## src/rtl/fifo_rd_stream.sv

```systemverilog
// rtl/fifo_rd_stream.sv - async FIFO read side to valid/ready burst stream (stats via FIFO_RD_STREAM_STATS_EN)
module fifo_rd_stream #(
  parameter int DATA_LEN  = 32,
  parameter int BURST_LEN = 16
) (
  input  logic                rclk,
  input  logic                rst,
  input  logic                fifo_empty_i,
  input  logic [DATA_LEN-1:0] fifo_rdata_i,
  output logic                fifo_rd_en_o,
  input  logic                flush_i,
  output logic                m_valid_o,
  input  logic                m_ready_i,
  output logic [DATA_LEN-1:0] m_data_o,
  output logic                m_last_o,
  output logic [31:0]         stat_words_o,
  output logic [31:0]         stat_stall_o
);

  localparam int BW = (BURST_LEN > 1) ? $clog2(BURST_LEN) : 1;
  localparam logic [BW-1:0] LAST_BEAT = BW'(BURST_LEN - 1);

  logic [DATA_LEN-1:0] buf_mem [3];
  logic [1:0]          head;
  logic [1:0]          tail;
  logic [1:0]          occ;
  logic                inflight;
  logic [BW-1:0]       beat;
  logic                push;
  logic                pop;
  logic                valid_int;

  function automatic logic [1:0] next_ptr(input logic [1:0] p);
    return (p == 2'd2) ? 2'd0 : p + 2'd1;
  endfunction

  // Reads are only issued when the buffer has room for everything already requested,
  // so the word returning from the FIFO always has a free slot.
  assign fifo_rd_en_o = !fifo_empty_i && !flush_i && !rst &&
                        (({1'b0, occ} + {2'b00, inflight}) < 3'd3);

  // A word requested last cycle is on fifo_rdata_i now; a flush throws it away.
  assign push      = inflight && !flush_i;
  assign valid_int = (occ != 2'd0) && !rst;
  assign pop       = valid_int && m_ready_i;

  assign m_valid_o = valid_int;
  assign m_data_o  = valid_int ? buf_mem[head] : '0;
  assign m_last_o  = valid_int && (beat == LAST_BEAT);

  // Buffer control: pointers, occupancy, in-flight flag and burst beat counter.
  always_ff @(posedge rclk) begin
    if (rst || flush_i) begin
      head     <= 2'd0;
      tail     <= 2'd0;
      occ      <= 2'd0;
      inflight <= 1'b0;
      beat     <= '0;
    end else begin
      inflight <= fifo_rd_en_o;
      if (push) tail <= next_ptr(tail);
      if (pop) begin
        head <= next_ptr(head);
        beat <= (beat == LAST_BEAT) ? '0 : beat + 1'b1;
      end
      case ({push, pop})
        2'b10:   occ <= occ + 2'd1;
        2'b01:   occ <= occ - 2'd1;
        default: occ <= occ;
      endcase
    end
  end

  // Buffer storage; contents need no reset because occupancy gates visibility.
  always_ff @(posedge rclk) begin
    if (!rst && push) buf_mem[tail] <= fifo_rdata_i;
  end

`ifdef FIFO_RD_STREAM_STATS_EN
  logic [31:0] words_q;
  logic [31:0] stall_q;

  // Saturating counters of accepted beats and of cycles where downstream waited on us.
  always_ff @(posedge rclk) begin
    if (rst) begin
      words_q <= '0;
      stall_q <= '0;
    end else begin
      if (pop && (words_q != 32'hFFFF_FFFF)) words_q <= words_q + 32'd1;
      if (m_ready_i && !valid_int && (stall_q != 32'hFFFF_FFFF)) stall_q <= stall_q + 32'd1;
    end
  end

  assign stat_words_o = rst ? 32'd0 : words_q;
  assign stat_stall_o = rst ? 32'd0 : stall_q;
`else
  assign stat_words_o = 32'd0;
  assign stat_stall_o = 32'd0;
`endif

endmodule

```

## config.mk

```make
export PLATFORM = sky130hd
export DESIGN_NAME = fifo_rd_stream
export DESIGN_NICKNAME = d
export VERILOG_FILES = /design/src/rtl/fifo_rd_stream.sv
export SDC_FILE = /design/constraint.sdc
export NUM_CORES = 1
export LEC_CHECK = 0
export CAP_MARGIN = 10
export CORE_UTILIZATION = 30
export DETAILED_ROUTE_END_ITERATION = 7
export SYNTH_ARGS = -nofsm -noshare
export SYNTH_HDL_FRONTEND = slang
export SYNTH_SLANG_ARGS = --single-unit
```

## constraint.sdc

```tcl
create_clock -name rclk -period 9.5 [get_ports rclk]
set_input_delay 0.95 -clock rclk [delete_from_list [all_inputs] [get_ports rclk]]
set_output_delay 0.95 -clock rclk [all_outputs]
set_load 0.01 [all_outputs]
```

* Yosys cells after proc, flatten, opt, wreduce, memory -nomap -nowiden
Memory sizes are Yosys's and may differ from the RTL's. A register that Yosys moved wholly into a read port is not among the register bits.
Index checks and enable logic that the tools add are counted.
** Storage, ports and cells
- Bits in registers :: 11
- Memory bits (writable) :: 96
- Input port bits :: 37
- Output and inout port bits :: 99
- Logic and storage cells :: 41
- Memories kept :: 1
** Memories
- buf_mem :: depth 3, bits a word 32, read ports 1, clocked after memory_dff 1, write ports 1, RTL line 23 : logic [DATA_LEN-1:0] buf_mem [3];
** Operators by class
- Add/subtract/negate cells :: 6
- Order comparisons :: 1
- Eq/ne operators :: 5
- Mux-type cells :: 9
- Reduce and logical (&&, ||, !) cells :: 14
** Operator list (number)
- $mux W32 :: 1
- $logic_and A1 B1 Y1 :: 8
- $mux W2 :: 4
- $add A2 B1 Y2 const B :: 3
- $eq A2 B2 Y1 const B :: 3
- $add A4 B1 Y4 const B :: 1
- $eq A4 B4 Y1 const B :: 1
- $mux W4 :: 1
- $pmux W2 S2 :: 1
- $reduce_bool A2 Y1 :: 2
- $add A2 B1 Y3 :: 1
- $logic_not A1 Y1 :: 3
- $lt A3 B2 Y1 const B :: 1
- $eq A2 B1 Y1 const B :: 1
- $mux W1 :: 2
- $sub A2 B1 Y2 const B :: 1
- $logic_or A1 B1 Y1 :: 1

* Depth between registers and ports, before layout
- Word-level depth :: 5
- Gate-level depth with buffers :: 6
- Gate-level depth less buffers :: 6

* Least setup slack after synthesis
OpenSTA, ideal clock, no wires.
- Path kind :: input-to-reg
- Start :: in flush_i
- End :: mem buf_mem[1][0] (enable)
- Setup time :: 513 ps
- Data arrival time :: 4573 ps
- Required time :: 8987 ps
- Path slack :: 4414 ps
- Stages :: 3
- Buffers on the path :: 1
- Cells stage by stage :: nand2b_1 buf_2 nor4b_1
** On the way
- Word-level cells in the longest chain between the ends :: 5
** Ends and longest elaborated chain
- start, declared :: RTL line 11 : input logic flush_i,
- $logic_not A1 Y1 :: RTL line 43 : assign push = inflight && !flush_i;
- $logic_and A1 B1 Y1 :: RTL line 43
- $logic_and A1 B1 Y1 :: RTL line 76 : if (!rst && push) buf_mem[tail] <= fifo_rdata_i;
- $mux W1 :: RTL line 76
- $mux W1 (implied by the code) :: RTL line 76
- end, declared :: RTL line 23
Every way passes these cells.

* Worst setup path after layout
- Start :: in rst
- End :: out fifo_rd_en_o
** On the way
- Word-level cells in the longest chain between the ends :: 3
** Ends and longest elaborated chain
- start, declared :: RTL line 7 : input logic rst,
- $logic_not A1 Y1 :: RTL line 39 : assign fifo_rd_en_o = !fifo_empty_i && !flush_i && !rst &&
- $logic_and A1 B1 Y1 (2 in a row) :: RTL line 39
- end, declared :: RTL line 10 : output logic fifo_rd_en_o,
Every way passes these cells.

==> run metrics <==
status=completed; CTS root buf=clkbuf_16; met2 usage=0.182; Max Freq=0.262 GHz; VDD IR max=93.3 uV; Final Max Slew Viols=0; row count=46; Detailed Route WL=8.78 mm; hold_buf cts=0; number of setup buffers added after CTS=0; 1st-pass router iterations=4; global route hottest layer=met2; CTS H-tree lvls=3; initial DRC count=114; I/O Buffers=71; Synth-to-Final Area Change=20.6%; Reg clk slew, reported paths=70 ps; die height=129 um; Sink Count=109; startpoint types=primary input; max-cap violations=0; initial antenna violation count=0; synthesis warning total=0; CTS Buf Count=9; Worst Tran Pin Value=1150 ps; Tcrit/Tclk final=0.401; critical setup path kind=in2out; ant diodes=0; Die Span X=129 um; leakage=1.93 nW; Seq/Total Area, Yosys=0.646; commonest non-fill, non-tap cell in the layout=edfxtp_1; I/O pins=136; most frequent cells in the layout=96 x edfxtp_1, 71 x clkdlybuf4s50_1, 64 x conb_1; RSZ-0062 raised after global routing=no; worst path required time=8550 ps; DRC Markers=0; final instance area=5870 um2; share of post-route cells with drive strength above 1=0.128; Initial Util=0.307; grt met3 use=0.0264; post-synthesis register bit count=109; routed wire length per instance=14.0 um; count of different cell masters after synthesis=34; DR vias/cell=4.15; Tmin final=3810 ps; setup_tns=0 ps; Final Hold Fails=0; Mean Syn Cell Area=14.5 um2; Layout Nets=449; met1 usage=0.135; CTS tree=done; WP data arrival=2860 ps; placed inst area=5560 um2; RD Place Congestion=0.721; Std-Cell Core Area=15,800 um2; Worst-Skew Late Latency=350 ps; area of the mapped netlist=4860 um2; gr ovfl total=0; Max-slew headroom=0.233; post-CTS sizing=0; number of global-route vias before repair=2,599; Final setup viols=0; Layout Skew=6.73 ps; filler instances=1,516; via count=2,610; CP endpoint kind=output port; Final HPWL DP=5.50 mm; Die ar.=16,700 um2; Syn Inst Count=336; Worst Hold Slack=510 ps; P per Cell Area=161 nW/um2; Hold Crit Class=reg2reg; total track usage=0.111; Clock Path Buffers=2; critical path peak fanout=13; Antenna Nets Post-Route=0; first-pass GRT wire length=13.5 mm; pin count of the biggest net entering global routing=44
==> area by class of cell <==
type	count	area [um2]	share of cell area
well taps	216	270	0.0461
repair buffers	76	748	0.128
clock inverters	7	77.6	0.0132
multi-input cells	208	1380	0.236
clock buffers	9	225	0.0384
flip-flops and latches	109	3150	0.536
inverters	4	15.0	0.00256
==> worst max-delay path, stage by stage <==
cell and delay [ps]:
clkdlybuf4s50_1 480, or2_2 450, a2111oi_0 370, clkdlybuf4s50_1 610
==> per-stage QoR <==
| step | utilization | power [W] | std cells | setup slack (ps) |
|---|---|---|---|---|
| after floorplan | - | 0.000571 | 399 | 4410 |
| after global placement | 0.351 | 0.000572 | 613 | 5690 |
| after detailed placement | 0.351 | 0.000574 | 613 | 5670 |
| after CTS | 0.371 | 0.000959 | 629 | 5700 |
| after global routing | 0.371 | 0.000983 | 629 | 5590 |
| final | 0.371 | 0.000946 | 629 | 5690 |
==> routing by layer <==
metal,up-vias,wire [um]
li1,1231,-
met4,0,165
met1,1258,3810
met5,-,0
met2,108,4350
met3,13,461
==> power by group <==
part	internal, W	switching, W
logic	0.0000176	0.0000231
registers	0.000522	0.000000814
clock network	0.000208	0.000175
total	0.000748	0.000199
==> flip-flops by register name (all words and copies together) (netlist names), named ones only <==
name / cells
tail: 2
buf_mem: 96
beat: 4
occ: 2
inflight: 1
head: 2
==> path summary, 6_finish.rpt <==
kind / startpoint / to / slack (ps) / cells past startpoint
worst max-delay path: rst / fifo_rd_en_o / 5690 / 4
worst min-delay path: beat[3]$_SDFFE_PP0P_ / beat[3]$_SDFFE_PP0P_ / 510 / 1
worst max register to register: occ[1]$_SDFFE_PP0P_ / occ[1]$_SDFFE_PP0P_ / 7200 / 5
worst min register to register: beat[3]$_SDFFE_PP0P_ / beat[3]$_SDFFE_PP0P_ / 510 / 1
==> synth_stat cells (all sizes together) <==
cell type | instances | area share
nand3 | 3 | 0.0031
o31a | 1 | 0.0018
nand4b | 2 | 0.0036
nor4 | 1 | 0.0013
inv | 4 | 0.0031
ha | 4 | 0.010
buf | 76 | 0.12
o21bai | 1 | 0.0039
xor2 | 1 | 0.0018
o31ai | 1 | 0.0015
nor2 | 35 | 0.027
a311oi | 1 | 0.0018
xnor2 | 1 | 0.0018
dfxtp | 13 | 0.054
or4 | 2 | 0.0031
a2111oi | 2 | 0.0036
nand2b | 1 | 0.0013
nor4b | 1 | 0.0018
mux2 | 32 | 0.074
conb | 1 | 0.00077
clkbuf | 2 | 0.0015
nand2 | 5 | 0.0039
or3 | 2 | 0.0026
o21ai | 5 | 0.0051
mux2i | 32 | 0.066
or2 | 1 | 0.0013
nor3 | 1 | 0.0010
edfxtp | 96 | 0.59
a21oi | 8 | 0.0082
or3b | 1 | 0.0018
==> kinds of logic after synthesis <==
family,count (synthesis),synth area share
other,1,0.000771
buffers and inverters,82,0.121
multiplexers,64,0.140
AO/OA/AOI/OAI,19,0.0260
XOR/XNOR,2,0.00360
AND/OR/NAND/NOR,55,0.0517
adder cells (fa/ha/maj),4,0.0103
flip-flops,109,0.646
Note: power is estimated with default switching activity, not from simulation.
